**src/rtl/seg7_scan_decoder_if.sv**
```systemverilog
// rtl/seg7_scan_decoder_if.sv - multiplexed 7-segment display bus plus decoded monitor outputs
interface seg7_scan_decoder_if #(
  parameter int DIGITS = 4
);
  logic [6:0]          seg_n;
  logic [DIGITS-1:0]   an_n;
  logic [4*DIGITS-1:0] value;
  logic [DIGITS-1:0]   digit_ok;
  logic [DIGITS-1:0]   blank;
  logic                bad_pattern;
  logic                an_error;
  logic                frame_done;

  modport master (
    output seg_n, an_n,
    input  value, digit_ok, blank, bad_pattern, an_error, frame_done
  );

  modport slave (
    input  seg_n, an_n,
    output value, digit_ok, blank, bad_pattern, an_error, frame_done
  );
endinterface

```
**src/rtl/seg7_scan_decoder.sv**
```systemverilog
// rtl/seg7_scan_decoder.sv - reconstructs hex digits from an active-low multiplexed 7-segment bus
module seg7_scan_decoder #(
  parameter int DIGITS = 4,
  parameter int STABLE = 4
) (
  input logic                clk,
  input logic                rst_n,
  seg7_scan_decoder_if.slave bus
);
  localparam int SW = DIGITS + 7;
  localparam int CW = $clog2(STABLE + 1);

  logic [6:0]          seg_s1_q, seg_s1_d, seg_s2_q, seg_s2_d;
  logic [DIGITS-1:0]   an_s1_q, an_s1_d, an_s2_q, an_s2_d;
  logic [SW-1:0]       prev_q, prev_d;
  logic [CW-1:0]       cnt_q, cnt_d;
  logic [DIGITS-1:0]   seen_q, seen_d;
  logic [4*DIGITS-1:0] value_q, value_d;
  logic [DIGITS-1:0]   digit_ok_q, digit_ok_d;
  logic [DIGITS-1:0]   blank_q, blank_d;
  logic                bad_q, bad_d;
  logic                an_err_q, an_err_d;
  logic                frame_done_q, frame_done_d;

  logic [SW-1:0]       samp;
  logic [DIGITS-1:0]   en;
  logic [DIGITS-1:0]   seen_next;
  logic                accept;
  logic                one_hot;
  logic                multi;
  logic [4:0]          dec;

  // Returns {legal, nibble}; blank and illegal patterns both report legal=0.
  function automatic logic [4:0] decode(input logic [6:0] p);
    logic [4:0] r;
    case (p)
      7'b0000001: r = 5'h10;
      7'b1001111: r = 5'h11;
      7'b0010010: r = 5'h12;
      7'b0000110: r = 5'h13;
      7'b1001100: r = 5'h14;
      7'b0100100: r = 5'h15;
      7'b0100000: r = 5'h16;
      7'b0001101: r = 5'h17;
      7'b0000000: r = 5'h18;
      7'b0000100: r = 5'h19;
      7'b0001000: r = 5'h1A;
      7'b1100000: r = 5'h1B;
      7'b0110001: r = 5'h1C;
      7'b1000010: r = 5'h1D;
      7'b0110000: r = 5'h1E;
      7'b0111000: r = 5'h1F;
      default:    r = 5'h00;
    endcase
    return r;
  endfunction

  always_comb begin
    seg_s1_d     = bus.seg_n;
    seg_s2_d     = seg_s1_q;
    an_s1_d      = bus.an_n;
    an_s2_d      = an_s1_q;
    samp         = {an_s2_q, seg_s2_q};
    prev_d       = samp;
    value_d      = value_q;
    digit_ok_d   = digit_ok_q;
    blank_d      = blank_q;
    seen_d       = seen_q;
    bad_d        = 1'b0;
    an_err_d     = 1'b0;
    frame_done_d = 1'b0;

    if (samp == prev_q) begin
      cnt_d = (cnt_q == CW'(STABLE)) ? cnt_q : cnt_q + 1'b1;
    end else begin
      cnt_d = '0;
    end
    accept = (samp == prev_q) && (cnt_q == CW'(STABLE - 1));

    en      = ~an_s2_q;
    multi   = (en & (en - DIGITS'(1))) != '0;
    one_hot = (en != '0) && !multi;
    dec     = decode(seg_s2_q);
    seen_next = seen_q | en;

    if (accept && multi) begin
      an_err_d = 1'b1;
    end

    if (accept && one_hot) begin
      for (int k = 0; k < DIGITS; k++) begin
        if (en[k]) begin
          if (dec[4]) begin
            value_d[4*k +: 4] = dec[3:0];
            digit_ok_d[k]     = 1'b1;
            blank_d[k]        = 1'b0;
          end else if (seg_s2_q == 7'h7F) begin
            digit_ok_d[k]     = 1'b0;
            blank_d[k]        = 1'b1;
          end else begin
            digit_ok_d[k]     = 1'b0;
            blank_d[k]        = 1'b0;
            bad_d             = 1'b1;
          end
        end
      end
      // The digit accepted on this edge counts towards completing the frame.
      if (seen_next == '1) begin
        frame_done_d = 1'b1;
        seen_d       = '0;
      end else begin
        seen_d       = seen_next;
      end
    end
  end

  always_ff @(posedge clk or negedge rst_n) begin
    if (!rst_n) begin
      seg_s1_q     <= '1;
      seg_s2_q     <= '1;
      an_s1_q      <= '1;
      an_s2_q      <= '1;
      prev_q       <= '1;
      cnt_q        <= '0;
      seen_q       <= '0;
      value_q      <= '0;
      digit_ok_q   <= '0;
      blank_q      <= '0;
      bad_q        <= 1'b0;
      an_err_q     <= 1'b0;
      frame_done_q <= 1'b0;
    end else begin
      seg_s1_q     <= seg_s1_d;
      seg_s2_q     <= seg_s2_d;
      an_s1_q      <= an_s1_d;
      an_s2_q      <= an_s2_d;
      prev_q       <= prev_d;
      cnt_q        <= cnt_d;
      seen_q       <= seen_d;
      value_q      <= value_d;
      digit_ok_q   <= digit_ok_d;
      blank_q      <= blank_d;
      bad_q        <= bad_d;
      an_err_q     <= an_err_d;
      frame_done_q <= frame_done_d;
    end
  end

  assign bus.value       = value_q;
  assign bus.digit_ok    = digit_ok_q;
  assign bus.blank       = blank_q;
  assign bus.bad_pattern = bad_q;
  assign bus.an_error    = an_err_q;
  assign bus.frame_done  = frame_done_q;
endmodule
```
**src/flat_wrapper.sv**
```systemverilog
// flat-port wrapper written by rule: the top's interface ports become plain ports
module seg7_scan_decoder_flat 
#(
  parameter int DIGITS = 4,
  parameter int STABLE = 4
)
  (clk, rst_n, bus_seg_n, bus_an_n, bus_value, bus_digit_ok, bus_blank, bus_bad_pattern, bus_an_error, bus_frame_done);
  seg7_scan_decoder_if #(.DIGITS(DIGITS)) bus_i ();
  input logic clk;
  input logic rst_n;
  input wire logic [$bits(bus_i.seg_n)-1:0] bus_seg_n;
  input wire logic [$bits(bus_i.an_n)-1:0] bus_an_n;
  output wire logic [$bits(bus_i.value)-1:0] bus_value;
  output wire logic [$bits(bus_i.digit_ok)-1:0] bus_digit_ok;
  output wire logic [$bits(bus_i.blank)-1:0] bus_blank;
  output wire logic [$bits(bus_i.bad_pattern)-1:0] bus_bad_pattern;
  output wire logic [$bits(bus_i.an_error)-1:0] bus_an_error;
  output wire logic [$bits(bus_i.frame_done)-1:0] bus_frame_done;
  assign bus_i.seg_n = bus_seg_n;
  assign bus_i.an_n = bus_an_n;
  assign bus_value = bus_i.value;
  assign bus_digit_ok = bus_i.digit_ok;
  assign bus_blank = bus_i.blank;
  assign bus_bad_pattern = bus_i.bad_pattern;
  assign bus_an_error = bus_i.an_error;
  assign bus_frame_done = bus_i.frame_done;
  seg7_scan_decoder #(.DIGITS(DIGITS), .STABLE(STABLE)) u_core (.clk(clk), .rst_n(rst_n), .bus(bus_i));
endmodule
```
**config.mk**
```make
export PLATFORM = sky130hd
export DESIGN_NAME = seg7_scan_decoder_flat
export DESIGN_NICKNAME = d
export VERILOG_FILES = /design/src/rtl/seg7_scan_decoder_if.sv /design/src/rtl/seg7_scan_decoder.sv /design/src/flat_wrapper.sv
export SDC_FILE = /design/constraint.sdc
export NUM_CORES = 1
export LEC_CHECK = 0
export CAP_MARGIN = 20
export CORE_UTILIZATION = 50
export CTS_CLUSTER_DIAMETER = 100
export DETAILED_ROUTE_END_ITERATION = 10
export GPL_ROUTABILITY_DRIVEN = 0
export GPL_TIMING_DRIVEN = 1
export PLACE_DENSITY = 0.73
export SETUP_SLACK_MARGIN = 0.05
export SYNTH_ARGS = -nofsm -noshare
export SYNTH_HDL_FRONTEND = slang
export SYNTH_SLANG_ARGS = --single-unit
```
**constraint.sdc**
```tcl
create_clock -name clk -period 3.4 [get_ports clk]
set_input_delay 0.51 -clock clk [delete_from_list [all_inputs] [get_ports clk]]
set_output_delay 0.51 -clock clk [all_outputs]
set_load 0.01 [all_outputs]
```
==> summary.md <==
| Metric | Value |
|---|---|
| Status | completed |
| Req. time, crit path | 3.62 ns |
| Yosys cell types | 56 |
| CTS tree | done |
| Final max-slew violation count | 0 |
| Synth top cells by count | 34 x dfrtp_1, 33 x dfstp_2, 18 x inv_1 |
| Max transition margin | 0.355 |
| Yosys reg bits | 67 |
| Setup TNS | 0 ns |
| Nets | 309 |
| DR WL/cell | 14.6 um |
| Synth area leader | dfstp_2 |
| Largest net degree at the start of global routing | 49 |
| Worst-case clock buffer depth | 2 |
| Crit. End Element | flop |
| Worst-path maximum fanout | 7 |
| Clock sink count | 67 |
| Fin crit period | 2.41 ns |
| Post-Route WL | 5440 um |
| Pwr Density | 428 mW/mm2 |
| First-pass GRT wire length | 9160 um |
| Async SR Flop Fraction | 1.00 |
| Final worst path period share | 0.708 |
| Critical path class | flop to flop |
| Worst-margin pin slew | 0.944 ns |
| # diodes | 0 |
| Skew final | 0.00766 ns |
| Count leader, synth | dfrtp_1 |
| Hold Crit Class | primary input to asynchronous set/reset pin |
| Max-cap viol count | 0 |
| Yosys top cell area share | 0.277 |
| All-Layer GR Usage | 0.189 |
| CTS clock-pin slew for the worst setup and hold paths | 0.07 ns |
| Setup WS post-layout | 0.994 ns |
| DP Worst Slack | 0.999 ns |
| Cell area after synthesis | 0.00313 mm2 |
| YS warnings | 0 |
| Post-CTS Resized | 0 |
| Main synth FF type | dfrtp_1 |
| VDD IR max | 0.000357 V |
| Core Area | 0.00599 mm2 |
| Critical path arrival | 2.63 ns |
| Cell Chain, Critical Path | ha_1 > ha_1 > inv_1 > or3_1 > or4_1 > mux2_1 |
| Vias per cell | 5.59 |
| Grt total ovfl | 0 |
| Drt first pass iters | 4 |
| Avg Synthesized Cell Area | 12.1 um2 |
| CP bufs+invs | 1 |
| Worst-Skew Late Latency | 0.34 ns |
| RSZ-0062 raised after global routing | false |
| Post-synth net total | 275 |
| I/O Buffers | 39 |
| # IOs | 40 |
| Cell leakage power | 0.00151 uW |
| Setup violators final | 0 |
| Antenna viol nets, final | 0 |
| Setup crit start kind | flop |
| Synth top area cells | dfstp_2 28%, dfrtp_1 27%, xnor2_2 2.6%, xnor2_1 2.2%, inv_1 2.2% |
| Initial antenna violation count | 0 |
| EDFF count, synth | 0 |
| Max Freq | 0.416 GHz |
| Min Hold Slack | 0.108 ns |
| Crit-path max cell delay | 0.61 ns |
| Die area | 0.00658 mm2 |
| CP most frequent cell | ha_1 |
| Die Span X | 81.1 um |
| Seq/Total Area, Yosys | 0.549 |
| HPWL Detailed | 3740 um |
| CP max-delay cell | or4_1 |
| Via Count | 2,086 |
| Cts bufs inserted | 9 |
| Fin util | 0.617 |
| Vias in the first global route | 1,898 |
| Initial core utilization | 0.522 |
| Area Growth Syn to Fin | 18.1% |
| Die H | 81.1 um |
| H-tree Lvls | 3 |
| CTS Hold Bufs | 0 |
| Final Hold Vio Count | 0 |
| Crit path max-delay family | simple AND/OR/NAND/NOR gates |
| Iteration-0 DRC Markers | 127 |
| Post-Syn Instances | 259 |
| Post-CTS setup buffer count | 0 |
| Layout cells sized above 1 | 0.248 |
| Cell Rows | 28 |
| DR DRC count | 0 |
| CTS root buf | clkbuf_8 |
stage by stage:
step           power (uW)  instance area, um2  std cells
2_1_floorplan         943                3130        259
3_3_place_gp          977                3510        357
5_1_grt              1650                3700        373
6_report             1580                3700        373
4_1_cts              1600                3700        373
3_5_place_dp          980                3510        357
final cells by class:
cell class	count	area, um2
clock inverter	4	22.5
sequential	67	1720
fill	468	2290
clock buffer	12	166
tap	75	93.8
multi-input combinational	156	1230
timing repair buffer	40	393
inverter	19	71.3
sequential cells by signal, indices dropped and copies added, names as in the netlist:
register	count
u_core.bus.frame_done	1
u_core.cnt_q	3
u_core.bus.digit_ok	4
u_core.bus.blank	4
u_core.bus.an_error	1
u_core.an_s2_q	4
u_core.bus.bad_pattern	1
u_core.an_s1_q	4
u_core.prev_q	11
u_core.seg_s1_q	7
u_core.seen_q	4
u_core.seg_s2_q	7
u_core.bus.value	16
kinds of logic (layout without fill, tap and decap cells):
logic type	Yosys count	in the layout	synth area share
simple gates	74	74	0.168
flops	67	67	0.549
compound gates	54	54	0.125
buf+inv	36	75	0.0576
xor+xnor	15	15	0.0540
mux	10	10	0.0348
fa+ha+maj	3	3	0.0120
placed cells by master (no fill, tap or decap), types with 3 or more instances in the layout:
cell / synthesis / routed
clkdlybuf4s50_1: 0 / 38
or3_1: 4 / 4
mux2i_1: 3 / 3
and2_1: 3 / 3
inv_1: 18 / 18
a21oi_1: 11 / 11
nand3_1: 6 / 6
o21ai_0: 8 / 8
mux2_2: 4 / 4
clkbuf_8: 0 / 10
mux2_1: 3 / 3
clkinv_2: 0 / 3
ha_1: 3 / 3
nor4b_1: 5 / 5
o41ai_1: 6 / 6
nor4_4: 3 / 3
xnor2_2: 5 / 5
nor3_1: 8 / 8
a22o_1: 7 / 7
o311ai_2: 3 / 3
nand2_1: 8 / 8
xnor2_1: 8 / 8
dfstp_2: 33 / 33
o21ai_1: 6 / 6
nor2_1: 10 / 10
dfrtp_1: 34 / 34
report_power, final:
group / internal, uW / switching [uW]
Combinational: 44.1 / 53.4
Clock: 325 / 292
Sequential: 834 / 32.9
per-layer routing:
| metal | global-route usage | routed length [um] | vias up |
|---|---|---|---|
| li1 | - | - | 1003 |
| met1 | 0.260 | 2570 | 1028 |
| met2 | 0.281 | 2600 | 48 |
| met3 | 0.0382 | 232 | 7 |
| met4 | 0.100 | 43 | 0 |
| met5 | 0 | 0 | - |
worst reg2reg max path, delay by kind of cell (launching register included):
kind	cells	cell delay, ns
AND/OR/NAND/NOR	2	1.05
flip-flops	1	0.39
multiplexers	1	0.38
adder cells (fa/ha/maj)	2	0.36
buffers and inverters	1	0.11
final timing paths:
path	start	end	slack, ns	depth (start not counted)
setup / recovery	u_core.cnt_q[0]	u_core.bus.blank[0]	0.99	6
hold / removal	rst_n	u_core.bus.blank[3]	0.11	1
setup reg to reg	u_core.cnt_q[0]	u_core.bus.blank[0]	0.99	6
hold reg to reg	u_core.an_s1_q[2]	u_core.an_s2_q[2]	0.35	0
max in group asynchronous	rst_n	u_core.prev_q[8]	2.34	2
min in group clk	u_core.an_s1_q[2]	u_core.an_s2_q[2]	0.35	0
Note: power is estimated with default switching activity, not from simulation.
